==> src/rtl/fp_threshold_act_if.sv <==
// Handshake, data and configuration bundle for fp_threshold_act.
// The master drives input beats, config and out_ready; the slave is the unit.
interface fp_threshold_act_if #(
  parameter int LANES = 4,
  parameter int CNT_W = 16
);
  logic                  cfg_we;
  logic [31:0]           cfg_thresh;
  logic [1:0]            cfg_mode;
  logic                  in_valid;
  logic                  in_ready;
  logic [32*LANES-1:0]   in_data;
  logic                  out_valid;
  logic                  out_ready;
  logic [32*LANES-1:0]   out_data;
  logic [LANES-1:0]      out_nan;
  logic [CNT_W-1:0]      nan_cnt;
  logic                  clr_cnt;

  modport master (
    output cfg_we, cfg_thresh, cfg_mode, in_valid, in_data, out_ready, clr_cnt,
    input  in_ready, out_valid, out_data, out_nan, nan_cnt
  );

  modport slave (
    input  cfg_we, cfg_thresh, cfg_mode, in_valid, in_data, out_ready, clr_cnt,
    output in_ready, out_valid, out_data, out_nan, nan_cnt
  );
endinterface

==> src/rtl/fp_threshold_act.sv <==
// Two-stage multi-lane IEEE-754 single threshold activation (step/ReLU/bypass)
// with valid/ready flow control and a saturating NaN-lane counter.
module fp_threshold_act #(
  parameter int          LANES      = 4,
  parameter logic [31:0] THRESH_RST = 32'h3E80_0006,
  parameter logic [1:0]  MODE_RST   = 2'b00,
  parameter int          CNT_W      = 16
) (
  input logic              clk,
  input logic              rst_n,
  fp_threshold_act_if.slave bus
);

  localparam logic [1:0]  MODE_STEP_LT = 2'b00;
  localparam logic [1:0]  MODE_STEP_GE = 2'b01;
  localparam logic [1:0]  MODE_RELU_T  = 2'b10;
  localparam logic [1:0]  MODE_BYPASS  = 2'b11;
  localparam logic [31:0] FP_ONE       = 32'h3F80_0000;

  logic [31:0]         r_thresh;
  logic [1:0]          r_mode;
  logic [CNT_W-1:0]    r_nan_cnt;

  logic                r_s1_v;
  logic [32*LANES-1:0] r_s1_data;
  logic [1:0]          r_s1_mode;
  logic [LANES-1:0]    r_s1_lt;
  logic [LANES-1:0]    r_s1_eq;
  logic [LANES-1:0]    r_s1_nan;

  logic                r_s2_v;
  logic [32*LANES-1:0] r_out_data;
  logic [LANES-1:0]    r_out_nan;

  logic                w_s2_adv;
  logic                w_s1_adv;
  logic                w_accept;
  logic [LANES-1:0]    w_lt;
  logic [LANES-1:0]    w_eq;
  logic [LANES-1:0]    w_nan;
  logic [CNT_W:0]      w_pop;
  logic [CNT_W:0]      w_cnt_sum;
  logic [32*LANES-1:0] w_res;

  // Sign-magnitude ordering: magnitudes compare directly, reversed when both negative.
  function automatic logic f_lt(input logic [31:0] x, input logic [31:0] t);
    if ((x[30:0] == '0) && (t[30:0] == '0)) return 1'b0;
    if (x[31] != t[31])                     return x[31];
    if (x[31])                              return x[30:0] > t[30:0];
    return x[30:0] < t[30:0];
  endfunction

  function automatic logic f_eq(input logic [31:0] x, input logic [31:0] t);
    return (x == t) || ((x[30:0] == '0) && (t[30:0] == '0));
  endfunction

  assign w_s2_adv     = !r_s2_v || bus.out_ready;
  assign w_s1_adv     = !r_s1_v || w_s2_adv;
  assign w_accept     = bus.in_valid && w_s1_adv;

  assign bus.in_ready  = w_s1_adv;
  assign bus.out_valid = r_s2_v;
  assign bus.out_data  = r_out_data;
  assign bus.out_nan   = r_out_nan;
  assign bus.nan_cnt   = r_nan_cnt;

  always_comb begin
    w_lt  = '0;
    w_eq  = '0;
    w_nan = '0;
    w_pop = '0;
    for (int unsigned i = 0; i < LANES; i++) begin
      w_lt[i]  = f_lt(bus.in_data[32*i +: 32], r_thresh);
      w_eq[i]  = f_eq(bus.in_data[32*i +: 32], r_thresh);
      w_nan[i] = (bus.in_data[32*i+30 -: 8] == 8'hFF) && (bus.in_data[32*i +: 23] != '0);
      w_pop    = w_pop + (CNT_W+1)'(w_nan[i]);
    end
  end

  assign w_cnt_sum = {1'b0, r_nan_cnt} + w_pop;

  always_comb begin
    w_res = '0;
    for (int unsigned i = 0; i < LANES; i++) begin
      logic [31:0] x;
      logic        ge;
      x  = r_s1_data[32*i +: 32];
      ge = !r_s1_lt[i] || r_s1_eq[i];
      if (r_s1_nan[i]) begin
        w_res[32*i +: 32] = (r_s1_mode == MODE_BYPASS) ? x : '0;
      end else begin
        unique case (r_s1_mode)
          MODE_STEP_LT: w_res[32*i +: 32] = ge ? '0 : FP_ONE;
          MODE_STEP_GE: w_res[32*i +: 32] = ge ? FP_ONE : '0;
          MODE_RELU_T:  w_res[32*i +: 32] = ge ? x : '0;
          default:      w_res[32*i +: 32] = x;
        endcase
      end
    end
  end

  always_ff @(posedge clk or negedge rst_n) begin
    if (!rst_n) begin
      r_thresh <= THRESH_RST;
      r_mode   <= MODE_RST;
    end else if (bus.cfg_we) begin
      r_thresh <= bus.cfg_thresh;
      r_mode   <= bus.cfg_mode;
    end
  end

  always_ff @(posedge clk or negedge rst_n) begin
    if (!rst_n) begin
      r_nan_cnt <= '0;
    end else if (bus.clr_cnt) begin
      r_nan_cnt <= '0;
    end else if (w_accept) begin
      r_nan_cnt <= w_cnt_sum[CNT_W] ? '1 : w_cnt_sum[CNT_W-1:0];
    end
  end

  // Stage 1 snapshots the pre-write config so a same-cycle cfg_we only affects later beats.
  always_ff @(posedge clk or negedge rst_n) begin
    if (!rst_n) begin
      r_s1_v    <= 1'b0;
      r_s1_data <= '0;
      r_s1_mode <= '0;
      r_s1_lt   <= '0;
      r_s1_eq   <= '0;
      r_s1_nan  <= '0;
    end else if (w_s1_adv) begin
      r_s1_v <= bus.in_valid;
      if (bus.in_valid) begin
        r_s1_data <= bus.in_data;
        r_s1_mode <= r_mode;
        r_s1_lt   <= w_lt;
        r_s1_eq   <= w_eq;
        r_s1_nan  <= w_nan;
      end
    end
  end

  always_ff @(posedge clk or negedge rst_n) begin
    if (!rst_n) begin
      r_s2_v     <= 1'b0;
      r_out_data <= '0;
      r_out_nan  <= '0;
    end else if (w_s2_adv) begin
      r_s2_v <= r_s1_v;
      if (r_s1_v) begin
        r_out_data <= w_res;
        r_out_nan  <= r_s1_nan;
      end
    end
  end

endmodule

==> src/flat_wrapper.sv <==
// flat-port wrapper written by rule: the top's interface ports become plain ports
module fp_threshold_act_flat 
#(
  parameter int          LANES      = 4,
  parameter logic [31:0] THRESH_RST = 32'h3E80_0006,
  parameter logic [1:0]  MODE_RST   = 2'b00,
  parameter int          CNT_W      = 16
)
  (clk, rst_n, bus_cfg_we, bus_cfg_thresh, bus_cfg_mode, bus_in_valid, bus_in_data, bus_out_ready, bus_clr_cnt, bus_in_ready, bus_out_valid, bus_out_data, bus_out_nan, bus_nan_cnt);
  fp_threshold_act_if #(.LANES(LANES), .CNT_W(CNT_W)) bus_i ();
  input logic clk;
  input logic rst_n;
  input wire logic [$bits(bus_i.cfg_we)-1:0] bus_cfg_we;
  input wire logic [$bits(bus_i.cfg_thresh)-1:0] bus_cfg_thresh;
  input wire logic [$bits(bus_i.cfg_mode)-1:0] bus_cfg_mode;
  input wire logic [$bits(bus_i.in_valid)-1:0] bus_in_valid;
  input wire logic [$bits(bus_i.in_data)-1:0] bus_in_data;
  input wire logic [$bits(bus_i.out_ready)-1:0] bus_out_ready;
  input wire logic [$bits(bus_i.clr_cnt)-1:0] bus_clr_cnt;
  output wire logic [$bits(bus_i.in_ready)-1:0] bus_in_ready;
  output wire logic [$bits(bus_i.out_valid)-1:0] bus_out_valid;
  output wire logic [$bits(bus_i.out_data)-1:0] bus_out_data;
  output wire logic [$bits(bus_i.out_nan)-1:0] bus_out_nan;
  output wire logic [$bits(bus_i.nan_cnt)-1:0] bus_nan_cnt;
  assign bus_i.cfg_we = bus_cfg_we;
  assign bus_i.cfg_thresh = bus_cfg_thresh;
  assign bus_i.cfg_mode = bus_cfg_mode;
  assign bus_i.in_valid = bus_in_valid;
  assign bus_i.in_data = bus_in_data;
  assign bus_i.out_ready = bus_out_ready;
  assign bus_i.clr_cnt = bus_clr_cnt;
  assign bus_in_ready = bus_i.in_ready;
  assign bus_out_valid = bus_i.out_valid;
  assign bus_out_data = bus_i.out_data;
  assign bus_out_nan = bus_i.out_nan;
  assign bus_nan_cnt = bus_i.nan_cnt;
  fp_threshold_act #(.LANES(LANES), .THRESH_RST(THRESH_RST), .MODE_RST(MODE_RST), .CNT_W(CNT_W)) u_core (.clk(clk), .rst_n(rst_n), .bus(bus_i));
endmodule
==> config.mk <==
export PLATFORM = sky130hd
export DESIGN_NAME = fp_threshold_act_flat
export DESIGN_NICKNAME = d
export VERILOG_FILES = /design/src/rtl/fp_threshold_act_if.sv /design/src/rtl/fp_threshold_act.sv /design/src/flat_wrapper.sv
export SDC_FILE = /design/constraint.sdc
export NUM_CORES = 1
export LEC_CHECK = 0
export BUFFER_PORTS_ARGS = -buffer_cell sky130_fd_sc_hd__buf_2
export CAP_MARGIN = 20
export CORE_MARGIN = 5
export CORE_UTILIZATION = 40
export DETAILED_ROUTE_END_ITERATION = 8
export HOLD_SLACK_MARGIN = 0.06
export PLACE_DENSITY = 0.62
export SLEW_MARGIN = 5
export SYNTH_ARGS = -nofsm -noshare
export SYNTH_HDL_FRONTEND = slang
export SYNTH_SLANG_ARGS = --single-unit
==> constraint.sdc <==
create_clock -name clk -period 2.5 [get_ports clk]
set_input_delay 0 -clock clk [delete_from_list [all_inputs] [get_ports clk]]
set_output_delay 0 -clock clk [all_outputs]
set_load 0.05 [all_outputs]
== Word-level counts from Yosys, hierarchy flattened ==
Cells that the tools add are included.
W data, S select, Z words.

* Add/subtract/negate cells: 4
* Order comparisons: 8
* Equality and inequality tests: 15
* Multiplexer cells: 75
* Reductions and logical operators: 38

{| class="wikitable"
|+ Operator list
! cell !! number
|-
| $mux W32 || 12
|-
| $pmux W32 S3 || 4
|-
| $mux W30 || 8
|-
| $logic_not A31 Y1 || 5
|-
| $eq A32 B32 Y1 || 4
|-
| $gt A31 B31 Y1 || 4
|-
| $lt A31 B31 Y1 || 4
|-
| $reduce_bool A23 Y1 || 4
|-
| $mux W1 || 48
|-
| $mux W16 || 3
|-
| $add A17 B1 Y17 || 2
|-
| $eq A8 B8 Y1 const B || 4
|-
| $add A16 B17 Y17 || 1
|-
| $logic_or A1 B1 Y1 || 10
|-
| $logic_and A1 B1 Y1 || 9
|-
| $logic_not A1 Y1 || 6
|-
| $eq A2 B2 Y1 const B || 2
|-
| $ne A1 B1 Y1 || 4
|-
| $reduce_and A2 Y1 || 2
|-
| $add A1 B1 Y2 || 1
|-
| $eq A2 B1 Y1 const B || 1
|-
| $logic_not A2 Y1 || 1
|-
| $reduce_bool A2 Y1 || 1
|}

* Flip-flop bits (word level): 326
* Input bits: 168
* Output and inout bits: 150
* Word-level logic and storage cells: 152

== Logic depth before layout (Yosys ltp) ==
Gate-level depths: netlist of run 1.

* Depth after elaboration: 9
* Gate-level depth with buffers: 18
* Mapped depth without buffers: 17

== Least setup slack after synthesis of run 1 ==
Ideal clock, no wire load.

* Path kind: input to register
* Start: input bus_in_data[43]
* End: register u_core.r_nan_cnt[11] (netlist: u_core.bus.nan_cnt[11])
* Setup time: 0.099 ns
* Arrival: 2.986 ns
* Required time: 2.401 ns
* Path slack: -0.586 ns
* Cell stages on the path: 16
* Path buffers: 0
* Cell sequence: nor4_1 > nand4_1 > nor2_1 > nor3_1 > ha_1 > inv_1 > fa_1 > inv_1 > ha_1 > fa_1 > a21o_1 > nand2_1 > nor4_4 > nand4_4 > and3_4 > a311oi_1

* Cells in the longest elaborated chain, start to end: 9

{| class="wikitable"
|+ RTL lines
! item !! line !! source
|-
| from (decl) || flat_wrapper.sv:17 || <nowiki>input wire logic [$bits(bus_i.in_data)-1:0] bus_in_data;</nowiki>
|-
| $reduce_bool A23 Y1 || fp_threshold_act.sv:75 || <nowiki>w_nan[i] = (bus.in_data[32*i+30 -: 8] == 8'hFF) && (bus.in_data[32*i +: 23] != '0);</nowiki>
|-
| $logic_and A1 B1 Y1 || fp_threshold_act.sv:75 ||
|-
| net u_core.w_nan[1] || fp_threshold_act.sv:40 || <nowiki>logic [LANES-1:0] w_nan;</nowiki>
|-
| $add A1 B1 Y2 || fp_threshold_act.sv:76 || <nowiki>w_pop = w_pop + (CNT_W+1)'(w_nan[i]);</nowiki>
|-
| $add A17 B1 Y17 (2 in series) || fp_threshold_act.sv:76 ||
|-
| $add A16 B17 Y17 || fp_threshold_act.sv:80 || <nowiki>assign w_cnt_sum = {1'b0, r_nan_cnt} + w_pop;</nowiki>
|-
| $mux W16 || fp_threshold_act.sv:118 || <nowiki>r_nan_cnt <= w_cnt_sum[CNT_W] ? '1 : w_cnt_sum[CNT_W-1:0];</nowiki>
|-
| $mux W16 || fp_threshold_act.sv:117 || <nowiki>end else if (w_accept) begin</nowiki>
|-
| $mux W16 || fp_threshold_act.sv:115 || <nowiki>end else if (bus.clr_cnt) begin</nowiki>
|-
| to (signal assigned) || fp_threshold_act.sv:118 ||
|-
| to (decl) || fp_threshold_act.sv:22 || <nowiki>logic [CNT_W-1:0] r_nan_cnt;</nowiki>
|}

The timed path passes the listed nets, and every way through them passes these cells. The select of a mux whose other input is x is not followed.
A chain may end at the register's enable or synchronous reset.

== Worst setup path in the final report of run 1 ==
* Start: input bus_in_data[52]
* End: register u_core.r_nan_cnt[5] (netlist: u_core.bus.nan_cnt[5])

Same word-level chain as after synthesis.

==> results summary, run 1 <==
The run finished, with violations left. The checks that failed: setup timing. The number of distinct library cells after synthesis is 52. Summed over all cells, the static leakage comes to 11.70 nW. The count of nets left with antenna violations once routing finished came out at 0. The number of synthesized register bits came out at 326. The final weighted congestion of routability-driven global placement is 0.8772. The most common cell in the synthesized netlist is sky130_fd_sc_hd__nand2_1. The share of the clock period used by the worst path is 1.158. The first global-routing pass estimated 91340 microns of wire.

For this run, design rule violations remaining after detail routing come to 0. The total count of max-transition violations in the final report came out at 0. The worst setup path is of the input pin to register kind. By area the synthesized netlist is led by sky130_fd_sc_hd__dfrtp_1 50%, sky130_fd_sc_hd__nand2_1 13%, sky130_fd_sc_hd__ha_1 10%. At the worst endpoint, the required time is 2930 ps.

The final setup slack of the worst path came out at -394.8 ps. The global-route usage over all layers is 0.2651. The insertion delay of the later-clocked pin in the worst-skew pair came out at 550 ps. The floorplan die area is 43590 sq um. Counting instances, the worst hold path has a depth of 3. The placed wire-length estimate came out at 41920 microns. The shortest period the worst path allows came out at 2895 ps. The number of hold violations in the final report is 0. The transition at the pin with the smallest max-transition slack is 839.0 ps.

The number of enable-type register cells in the synthesized netlist is 0. The non-filler instance count after layout came out at 2897. The post-synthesis simple-gate area fraction came out at 0.2081. Entering global routing, the biggest net connects 91 pins. The multi-input combinational cells in the finished layout cover a total of 7579 sq um. The proportion of layout cells with a drive suffix above 1 came out at 0.2790. Sorting the synthesized cells by how often they occur yields 555 x sky130_fd_sc_hd__nand2_1, 318 x sky130_fd_sc_hd__dfrtp_1, 129 x sky130_fd_sc_hd__ha_1.

The via count of the first global-routing pass is 15.88k. The final layout net count is 2644. Setup violations remaining at the end of the flow were counted as 16. Counting every sink on the clock net gives 326. The TritonCTS clock tree is yes. After detailed routing, the total wire length is 58870 microns.

The routed wirelength normalized by instance count is 20.32 microns. The area share of the largest cell type after synthesis is 0.5034. Once layout is complete, the utilization of the core stands at 0.5907. The average via count per standard cell is 5.324.

The number of input and output port buffers inserted is 317. The total overflow left after global routing is 0. The number of primary I/O pins is 318.

Of the total synthesized cell area, the portion taken by XOR and XNOR cells is 0.004987. Setup repair after global routing could not meet its margin everywhere. The fraction of the mapped netlist area in compound gates is 0.1314. By area, the combinational part of the netlist is dominated by simple AND/OR/NAND/NOR gates. The warning count from the yosys run came out at 0. The standard-cell row count came out at 72. The TritonCTS buffer count came out at 38. The synthesized netlist occupies a cell area of 15810 sq um. The height of the die is 208.8 microns. The initial antenna violation count came out at 13. The number of placed instances with taps included is 2635. The worst IR drop on VDD is 0.0006205 V. The clock tree skew after final layout came out at 12.73 ps. The floorplan step set the die width to 208.8 microns. Based on the critical path, the design can be clocked at up to 0.3454 GHz.

For this run, the register share of the synthesized area comes to 0.5167. The worst hold-check path type is input pin to register. Among all flip-flop cells after synthesis, the most frequent one is sky130_fd_sc_hd__dfrtp_1. The post-synthesis net count is 1980. The adder-cell share of the synthesized area is 0.1046. The number of filler instances in the final layout came out at 3374. The area growth from synthesis to layout is 45.44%. The biggest fanout along the worst timing path is 4.

STA classifies the critical path endpoint as a register. The nature of the critical path startpoint is an input pin. Counting flops with an async set or reset pin after synthesis yields a share of 1.000.

The number of optimization iterations in the first detailed-route pass came out at 5. The total of max-cap violations came out at 0. In this run the tightest slew margin relative to its limit is 0.4406. The power per unit of standard cell area is 750.3 nW/um^2. The starting DRC count in detailed routing is 1060. Clock tree synthesis selected as its root buffer the cell sky130_fd_sc_hd__clkbuf_16.

The via count is 15.42k. The clock-pin slew reported for the worst setup and hold paths after clock tree synthesis came out at 60 ps. The post-synthesis instance total is 1681.

The mux share of post-synthesis cell area came out at 0.006333. The total area of sequential cells came out at 8168 sq um. A synthesized cell averages 9.403 sq um. The total number of H-tree levels is 2.

The worst reg2reg path depth is 13. The biggest area contributor in the post-synthesis netlist is sky130_fd_sc_hd__dfrtp_1. The arrival time of data at the critical path endpoint came out at 3320 ps. The core box area is 38920 sq um.

For this configuration, the core starts out at a cell density of 0.4062. The longest clock path from root to sink contains 3 buffers.
[logic make-up (layout without fill, tap and decap cells)]
logic type                 Yosys count  in the layout
and+or+nand+nor                    766            767
AOI/OAI and AO/OA                  326            326
DFF                                326            326
adders and majority gates          131            131
buffers and inverters              114            805
xor gates and xnor gates             9              9
muxes                                9              9
other                                0              6
[repair_timing]
action,in CTS,in global routing
pin swaps,33,25
endpoints found under the setup margin,19,21
hold buffers,180,2
gates cloned,1,0
buffers inserted,8,1
endpoints found under the hold margin,516,2
resized for setup,46,34
[layout make-up]
type	instances	area share
sequential	326	0.3553
multi-input combinational	1242	0.3297
timing repair buffer	697	0.2223
clock buffer	49	0.04670
tap	518	0.02819
clock inverter	19	0.01067
inverter	40	0.006531
antenna	6	0.0006531
[report_power, final]
part / total, mW / internal (mW) / switching [mW]
clock network: 5.90 / 3.57 / 2.33
registers: 6.52 / 6.03 / 0.491
logic: 4.83 / 1.56 / 3.27
[final timing paths]
| kind | from | to | slack (ps) |
|---|---|---|---|
| hold / removal | bus_cfg_we | u_core.r_thresh[14] | 90 |
| setup / recovery | bus_in_data[52] | u_core.bus.nan_cnt[5] | -390 |
| min in group asynchronous | rst_n | u_core.r_thresh[22] | 120 |
| max in group asynchronous | rst_n | u_core.r_s1_data[39] | 1970 |
| setup reg to reg | u_core.bus.nan_cnt[0] | u_core.bus.nan_cnt[5] | -150 |
| hold reg to reg | u_core.bus.out_data[117] | u_core.bus.out_data[117] | 470 |
[layer usage]
metal	track usage	share of wire
met5	0	0.0013
met4	0.08573	0.034
met3	0.06524	0.071
met2	0.4342	0.47
met1	0.3485	0.42
[flip-flops by register name, indices dropped and copies added (netlist names)]
signal	flops
u_core.r_mode	2
u_core.r_s1_eq	4
u_core.r_s1_data	128
u_core.bus.out_data	128
u_core.r_s1_nan	4
u_core.r_thresh	32
u_core.bus.out_nan	4
u_core.r_s1_lt	4
u_core.r_s1_mode	2
u_core.r_s1_v	1
u_core.bus.nan_cnt	16
u_core.bus.out_valid	1
[critical path, cell delays in order]
cell and delay, ps:
sky130_fd_sc_hd__buf_8 100, sky130_fd_sc_hd__nor4_4 320, sky130_fd_sc_hd__nand4_1 180, sky130_fd_sc_hd__nor2_1 130, sky130_fd_sc_hd__buf_4 150, sky130_fd_sc_hd__nor3_4 50
sky130_fd_sc_hd__ha_4 270, sky130_fd_sc_hd__inv_2 40, sky130_fd_sc_hd__fa_2 530, sky130_fd_sc_hd__inv_2 40, sky130_fd_sc_hd__ha_4 150, sky130_fd_sc_hd__fa_2 360
sky130_fd_sc_hd__a21o_1 190, sky130_fd_sc_hd__nand2_2 100, sky130_fd_sc_hd__nor4_4 60, sky130_fd_sc_hd__nand4_2 170, sky130_fd_sc_hd__buf_4 130, sky130_fd_sc_hd__nand3_2 90
sky130_fd_sc_hd__o22ai_2 180, sky130_fd_sc_hd__nor2_1 60
[stage by stage]
step	TNS (ps)	setup slack, ps	cell area [sq um]	power (mW)	hold WS, ps
floorplan	-4898	-394.0	15850	9.351	-295.6
global placement	-14190	-964.6	19400	11.02	-10.24
detailed placement	-15850	-1074	19400	11.13	-9.987
CTS	-3925	-332.1	22830	17.32	60.26
global route	-7226	-527.6	22990	18.05	125.2
finish	-4752	-394.8	22990	17.25	89.51
[cell usage in the layout (no fill, tap or decap), drive strengths merged, types with 8 or more instances in the layout]
cell and n:
inv 42, a211oi 10, clkinv 11, nor2 59, nor4 38, mux2 8
nand2 555, buf 518, nand3 18, dfstp 8, a21oi 83, nor3 21
clkbuf 49, a21o 10, nor2b 11, ha 129, a22o 76, o21ai 112
dfrtp 318, nand4 32, dlygate4sd3 179
Note: power is estimated with default switching activity, not from simulation.
==> inputs of run 2 (changes only) <==
MAX_ROUTING_LAYER = met4   (was not set)
==> results summary, run 2 (synthesis results as in run 1) <==
Outcome: finished, violations left (unchanged). Failing checks: setup timing (unchanged). The longest individual stage delay on the worst path is 530 ps (about the same). The total leakage power is 11.70 nW (about the same). The final weighted congestion of routability-driven global placement is 0.8933 (was 0.8772). The TritonCTS sink count is 326 (unchanged).

The worst IR drop on VDD came out at 0.0006181 V (was 0.0006205 V). The final layout net count came out at 2644 (unchanged). The layout overhead on the synthesized area came out at 45.50% (was 45.44%).

The type of element capturing the critical path is a register (unchanged). Most frequent cells in the layout: 552 x sky130_fd_sc_hd__nand2_1, 318 x sky130_fd_sc_hd__dfrtp_1, 308 x sky130_fd_sc_hd__buf_2 (unchanged). The nature of the critical path startpoint is an input pin (unchanged). The most common cell after layout, fill and taps aside was sky130_fd_sc_hd__nand2_1 (unchanged). The register-to-register setup slack was -170 ps (was -150 ps).

The number of design rule violations left after detail routing is 0 (unchanged). The total count of max-transition violations in the final report is 0 (unchanged). The worst-case hold path end point is u_core.r_thresh[14] (unchanged).

The total of max-cap violations is 0 (unchanged). The power per unit of standard cell area is 749.9 nW/um^2 (was 750.3 nW/um^2). The starting DRC count in detailed routing came out at 974 (was 1060). The number of primary I/O pins is 318 (unchanged). The via count is 15.44k (was 15.42k).

The placed wire-length estimate came out at 41920 microns (unchanged). The global-route usage over all layers is 0.2728 (was 0.2651). The TritonCTS buffer count came out at 38 (unchanged). The core box area is 38920 sq um (unchanged). The max-slew headroom at the worst pin is 0.4434 (was 0.4406). The routed wirelength normalized by instance count was 20.31 microns (was 20.32 microns). The proportion of layout cells with a drive suffix above 1 was 0.2781 (was 0.2790). The horizontal die dimension came to 208.8 microns (unchanged).

The number of failing setup endpoints in the final timing report came out at 16 (unchanged). The slowest library cell on the worst path is sky130_fd_sc_hd__fa_2 (unchanged). The biggest fanout along the worst timing path is 4 (unchanged). Sequence of cells on the critical path: buf_8 -> nor4_4 -> nand4_1 -> nor2_1 -> buf_4 -> nor3_4 -> ha_4 -> inv_2 -> fa_2 -> inv_2 -> ha_4 -> fa_2 -> a21o_1 -> nand2_2 -> nor4_4 -> nand4_2 -> buf_4 -> nand3_2 -> o22ai_2 -> nor2_1 (unchanged). The arrival time of data at the critical path endpoint was 3320 ps (about the same).

Unrepaired setup endpoints after global routing: yes (unchanged). The final setup slack of the worst path is -390.3 ps (was -394.8 ps). The number of optimization iterations in the first detailed-route pass is 5 (unchanged).

The standard-cell row count came out at 72 (unchanged). The minimum hold slack came out at 87.77 ps (was 89.51 ps). The launch point of the worst hold path was bus_cfg_we (unchanged).

The kind of critical path is input pin to register (unchanged). The clock tree skew after final layout came to 14.69 ps (was 12.73 ps). The sum of overflow across all layers after global routing came out at 0 (unchanged). The largest net degree at the start of global routing came out at 91 (unchanged).

The transition at the pin with the smallest max-transition slack is 835.0 ps (was 839.0 ps). The post-route core utilization came out at 0.5910 (was 0.5907). The TritonCTS clock tree is yes (unchanged). The worst reg2reg path depth came out at 13 (unchanged). The floorplan die area came out at 43590 sq um (unchanged). The clock-pin slew reported for the worst setup and hold paths after clock tree synthesis is 60 ps (about the same). The hold-critical path depth came out at 3 (unchanged).

The share of the clock period used by the worst path was 1.156 (was 1.158). The starting utilization of the core area is 0.4062 (unchanged). The average via count per standard cell was 5.316 (was 5.324). The buffer type at the clock tree root is sky130_fd_sc_hd__clkbuf_16 (unchanged). The post-detailed-route count of antenna-violating nets is 0 (unchanged).

The initial antenna violation count is 13 (unchanged). The buffering stage count on the worst path with inverters included came out at 5 (unchanged). The worst reg2reg path endpoint is u_core.bus.nan_cnt[5] (unchanged).

The number of cells on the critical path came out at 20 (unchanged). The number of input and output port buffers inserted is 317 (unchanged). The first-pass GRT wire length is 91200 microns (was 91340 microns). The total wire length came out at 58990 microns (was 58870 microns). The shortest period the worst path allows is 2890 ps (was 2895 ps). The via count of the first global-routing pass came out at 15.87k (was 15.88k).

The insertion delay of the later-clocked pin in the worst-skew pair came out at 550 ps (about the same). The total number of H-tree levels came out at 2 (unchanged). The height of the die came out at 208.8 microns (unchanged). The kind of cell with the highest combined delay on the critical path is adder cells (unchanged).

The number of buffers on the longest clock path is 3 (unchanged). The upper clock frequency limit came out at 0.3460 GHz (was 0.3454 GHz). The number of hold violations in the final report came to 0 (unchanged). The launching point of the worst reg2reg path is u_core.bus.nan_cnt[0] (unchanged). The worst hold-check path type is input pin to register (unchanged). The required time at the worst-slack endpoint came to 2930 ps (about the same).
==> run 2: changes by cell type in the layout (fill, tap and decap cells not counted) <==
cell,before,now
sky130_fd_sc_hd__nor2_1,55,56
sky130_fd_sc_hd__a311oi_2,2,1
sky130_fd_sc_hd__diode_2,6,13
sky130_fd_sc_hd__nor2_2,4,3
sky130_fd_sc_hd__a311oi_1,0,1
==> run 2: area by class of cell <==
| cell class | count | area [sq um] |
|---|---|---|
| fill | 3372 | 15920 |
| sequential | 326 | 8168 |
| multi-input combinational | 1242 | 7570 |
| timing repair buffer | 697 | 5111 |
| clock buffer | 49 | 1074 |
| tap | 518 | 648.1 |
| clock inverter | 19 | 245.2 |
| inverter | 40 | 150.1 |
| antenna | 13 | 32.53 |
==> run 2: stage by stage <==
stage                     power, mW  setup slack [ps]  setup TNS (ps)  std cells  cell area (sq um)
after global placement        11.02            -964.6          -14190       2635              19400
final                         17.25            -390.3           -4662       2904              23000
after global routing          18.04            -502.3           -6842       2904              23000
after detailed placement      11.13             -1074          -15850       2635              19400
after floorplan               9.351            -394.0           -4898       1681              15850
after CTS                     17.32            -332.1           -3925       2891              22830
==> run 2: layer usage <==
metal  up-vias  global-route usage  wire length (microns)
met5         -                   -                      0
met3       141             0.06284                   4538
li1       7181                   -                      -
met4         0             0.08708                   2205
met2       561              0.4331                  27540
met1      7555              0.3498                  24700
==> run 2: worst max path at each step <==
stage,start,to,slack [ps]
2_1_floorplan,bus_in_data[43],u_core.bus.nan_cnt[3],-390
3_3_place_gp,bus_in_data[16],u_core.bus.nan_cnt[11],-960
3_5_place_dp,bus_in_data[0],u_core.bus.nan_cnt[5],-1070
4_1_cts,bus_in_data[21],u_core.bus.nan_cnt[11],-330
5_1_grt,bus_in_data[52],u_core.bus.nan_cnt[11],-500
6_report,bus_in_data[52],u_core.bus.nan_cnt[5],-390
==> run 2: power breakdown <==
part,total [mW],internal [mW],switching (mW)
clock,5.89,3.57,2.33
sequential,6.53,6.03,0.491
combinational,4.83,1.56,3.27
total,17.2,11.2,6.09
==> run 2: tightest hold or removal path, stage by stage <==
cell and delay (ps):
sky130_fd_sc_hd__buf_2 370, sky130_fd_sc_hd__nand2_1 140, sky130_fd_sc_hd__o21ai_0 60
==> run 2: timing repair <==
item                                    in CTS  in global routing
endpoints found under the setup margin      19                 21
gates cloned                                 1                  0
pin swaps                                   33                 25
endpoints found under the hold margin      516                  2
resized for setup                           46                 32
setup buffers                                8                  1
hold buffers                               180                  2
==> inputs of run 3 (changes only) <==
--- a/config.mk
+++ b/config.mk
@@ -9,9 +9,9 @@
 export CAP_MARGIN = 20
 export CORE_MARGIN = 5
-export CORE_UTILIZATION = 40
+export CORE_UTILIZATION = 50
 export DETAILED_ROUTE_END_ITERATION = 8
 export HOLD_SLACK_MARGIN = 0.06
 export MAX_ROUTING_LAYER = met4
-export PLACE_DENSITY = 0.62
+export PLACE_DENSITY = 0.75
 export SLEW_MARGIN = 5
 export SYNTH_ARGS = -nofsm -noshare
==> constraint.sdc (replaced) <==
create_clock -name clk -period 2.5 [get_ports clk]
set_input_delay 0 -clock clk [delete_from_list [all_inputs] [get_ports clk]]
set_output_delay 0 -clock clk [all_outputs]
set_load 0.01 [all_outputs]
==> results summary, run 3 (synthesis results as in run 1) <==
The routed wirelength normalized by instance count is 21.07 microns (was 20.31 microns). The part of the total power dissipated in combinational logic is 0.237 (was 0.280). The most common cell after layout, fill and taps aside is sky130_fd_sc_hd__nand2_1 (unchanged).

The number of primary I/O pins came out at 318 (unchanged). The switching power share of the total came out at 0.3090 (was 0.3530). The cell area after placement is 19260 sq um (was 19400 sq um).

The number of buffers on the longest clock path is 3 (unchanged). The power per unit of standard cell area came out at 678.5 nW/um^2 (was 749.9 nW/um^2). The placed wire-length estimate was 39590 microns (was 41920 microns).

The cell-internal power came out at 10.62 mW (was 11.16 mW). The type of element capturing the critical path is a register (unchanged). The proportion of layout cells with a drive suffix above 1 came out at 0.2787 (was 0.2781). The number of input and output port buffers inserted came out at 317 (unchanged). The reported net switching power was 4.748 mW (was 6.089 mW).

The first-pass GRT wire length is 91510 microns (was 91200 microns). The kind of critical path is input pin to register (unchanged). The total of max-cap violations came out at 0 (unchanged).

The share of the clock period used by the worst path came out at 1.233 (was 1.156). The post-route core utilization is 0.7213 (was 0.5910). Failing checks: setup timing (unchanged).

The core box area is 31390 sq um (was 38920 sq um). The shortest period the worst path allows came out at 3082 ps (was 2890 ps). The standard-cell row count was 65 (was 72). The starting utilization of the core area came out at 0.5035 (was 0.4062). The biggest fanout along the worst timing path is 7 (was 4). The via count of the first global-routing pass was 16.89k (was 15.87k). The global-route usage over all layers is 0.3340 (was 0.2728).

The number of design rule violations left after detail routing came out at 0 (unchanged). The buffer type at the clock tree root is sky130_fd_sc_hd__clkbuf_16 (unchanged). The worst hold-check path type is input pin to register (unchanged). The TritonCTS clock tree was yes (unchanged). The total leakage power is 11.59 nW (was 11.70 nW). The final weighted congestion of routability-driven global placement is 0.9352 (was 0.8933). The average via count per standard cell was 5.759 (was 5.316).

The floorplan die area came out at 35270 sq um (was 43590 sq um). The upper clock frequency limit came out at 0.3245 GHz (was 0.3460 GHz). The number of failing setup endpoints in the final timing report came out at 16 (unchanged). The pre-CTS setup slack is -1009 ps (was -1074 ps). The post-layout instance area came out at 22640 sq um (was 23000 sq um). Unrepaired setup endpoints after global routing: yes (unchanged). The worst IR drop on VDD came to 0.0005013 V (was 0.0006181 V). The nature of the critical path startpoint is an input pin (unchanged). The total wire length came out at 58610 microns (was 58990 microns). The total number of H-tree levels was 2 (unchanged). The worst reg2reg path depth is 11 (was 13). The number of hold violations in the final report is 0 (unchanged).

Outcome: finished, violations left (unchanged). The final layout net count came out at 2644 (unchanged). The height of the die came out at 187.8 microns (was 208.8 microns).

The number of optimization iterations in the first detailed-route pass came to 5 (unchanged). The required time at the worst-slack endpoint was 2920 ps (was 2930 ps). Most frequent cells in the layout: 552 x sky130_fd_sc_hd__nand2_1, 318 x sky130_fd_sc_hd__dfrtp_1, 312 x sky130_fd_sc_hd__buf_2 (was 552 x sky130_fd_sc_hd__nand2_1, 318 x sky130_fd_sc_hd__dfrtp_1, 308 x sky130_fd_sc_hd__buf_2). The horizontal die dimension is 187.8 microns (was 208.8 microns).

The max-slew headroom at the worst pin came out at 0.4739 (was 0.4434). The minimum hold slack came out at 86.18 ps (was 87.77 ps). The starting DRC count in detailed routing is 1202 (was 974).

The via count is 16.02k (was 15.44k). The arrival time of data at the critical path endpoint is 3500 ps (was 3320 ps). The final setup slack of the worst path came out at -581.7 ps (was -390.3 ps). The insertion delay of the later-clocked pin in the worst-skew pair came out at 520 ps (was 550 ps). The post-detailed-route count of antenna-violating nets came out at 0 (unchanged).

The total count of max-transition violations in the final report was 0 (unchanged). The TritonCTS sink count is 326 (unchanged). The hold-critical path depth came out at 4 (was 3). The layout overhead on the synthesized area came out at 43.26% (was 45.50%). The accumulated negative setup slack is -8163 ps (was -4662 ps). The clock-pin slew reported for the worst setup and hold paths after clock tree synthesis is 60 ps (about the same).

The clock tree skew after final layout came out at 14.21 ps (was 14.69 ps). The TritonCTS buffer count was 36 (was 38). The largest net degree at the start of global routing came to 96 (was 91). The sum of overflow across all layers after global routing is 0 (unchanged). The transition at the pin with the smallest max-transition slack came out at 789.2 ps (was 835.0 ps). The initial antenna violation count came out at 11 (was 13).

The sequential cell fraction of total power is 0.426 (was 0.378). The relative contribution of the clock network to total power came out at 0.337 (was 0.342).
-- run 3: metrics by stage --
stage          power (mW)  std cells
4_1_cts             15.24       2762
3_5_place_dp        9.834       2518
3_3_place_gp        9.683       2518
5_1_grt             16.05       2781
2_1_floorplan       8.140       1681
6_report            15.36       2782
-- run 3: worst paths after layout --
check | from | end | slack [ps]
min in group asynchronous | rst_n | u_core.bus.out_data[81] | 130
worst max register to register | u_core.bus.nan_cnt[0] | u_core.bus.nan_cnt[11] | -320
worst min-delay path | bus_in_data[119] | u_core.r_s1_nan[3] | 90
worst max-delay path | bus_in_data[51] | u_core.bus.nan_cnt[11] | -580
worst min register to register | u_core.bus.out_data[28] | u_core.bus.out_data[28] | 470
max in group asynchronous | rst_n | u_core.r_thresh[23] | 1460
-- run 3: routing by layer --
metal	global-route usage	vias to the layer above	share of wire
met5	-	-	0
met4	0.1457	0	0.049
met3	0.06720	215	0.082
met2	0.5431	834	0.48
met1	0.4075	7810	0.39
li1	-	7163	-
-- run 3: power groups by stage --
stage                     Sequential (mW)  Combinational (mW)  Clock (mW)
after floorplan                      6.65                1.49           0
after global placement               6.56                3.12           0
after detailed placement             6.59                3.25           0
after CTS                            6.51                3.52        5.22
after global routing                 6.61                4.01        5.44
final                                6.54                3.64        5.18
-- run 3: layout make-up --
cell class              instances  area (sq um)
diodes                         12         30.03
repair buffers                700          5074
inverters                      40         157.7
flip-flops and latches        326          8168
multi-input cells            1241          7586
well taps                     402         503.0
fillers                      2161          8748
clock buffers                  51          1049
clock inverters                10         77.57
-- run 3: timing repair --
| item | in CTS | in global routing |
|---|---|---|
| endpoints found under the setup margin | 19 | 21 |
| buffers inserted | 6 | 8 |
| endpoints found under the hold margin | 298 | 0 |
| hold buffers | 178 | 0 |
| pin swaps | 16 | 24 |
| gates resized for setup | 36 | 40 |
-- run 3: critical path, stage by stage --
cell and delay [ps]:
sky130_fd_sc_hd__buf_8 100, sky130_fd_sc_hd__nor4_4 310, sky130_fd_sc_hd__nand4_1 180, sky130_fd_sc_hd__nor2_1 140
sky130_fd_sc_hd__buf_4 160, sky130_fd_sc_hd__nor3_4 40, sky130_fd_sc_hd__ha_1 290, sky130_fd_sc_hd__inv_1 70
sky130_fd_sc_hd__fa_1 420, sky130_fd_sc_hd__inv_2 90, sky130_fd_sc_hd__ha_4 140, sky130_fd_sc_hd__fa_2 210
sky130_fd_sc_hd__a21o_1 150, sky130_fd_sc_hd__nand2_2 100, sky130_fd_sc_hd__nor4_4 340, sky130_fd_sc_hd__nand4_4 240
sky130_fd_sc_hd__and3_4 260, sky130_fd_sc_hd__a311oi_2 260
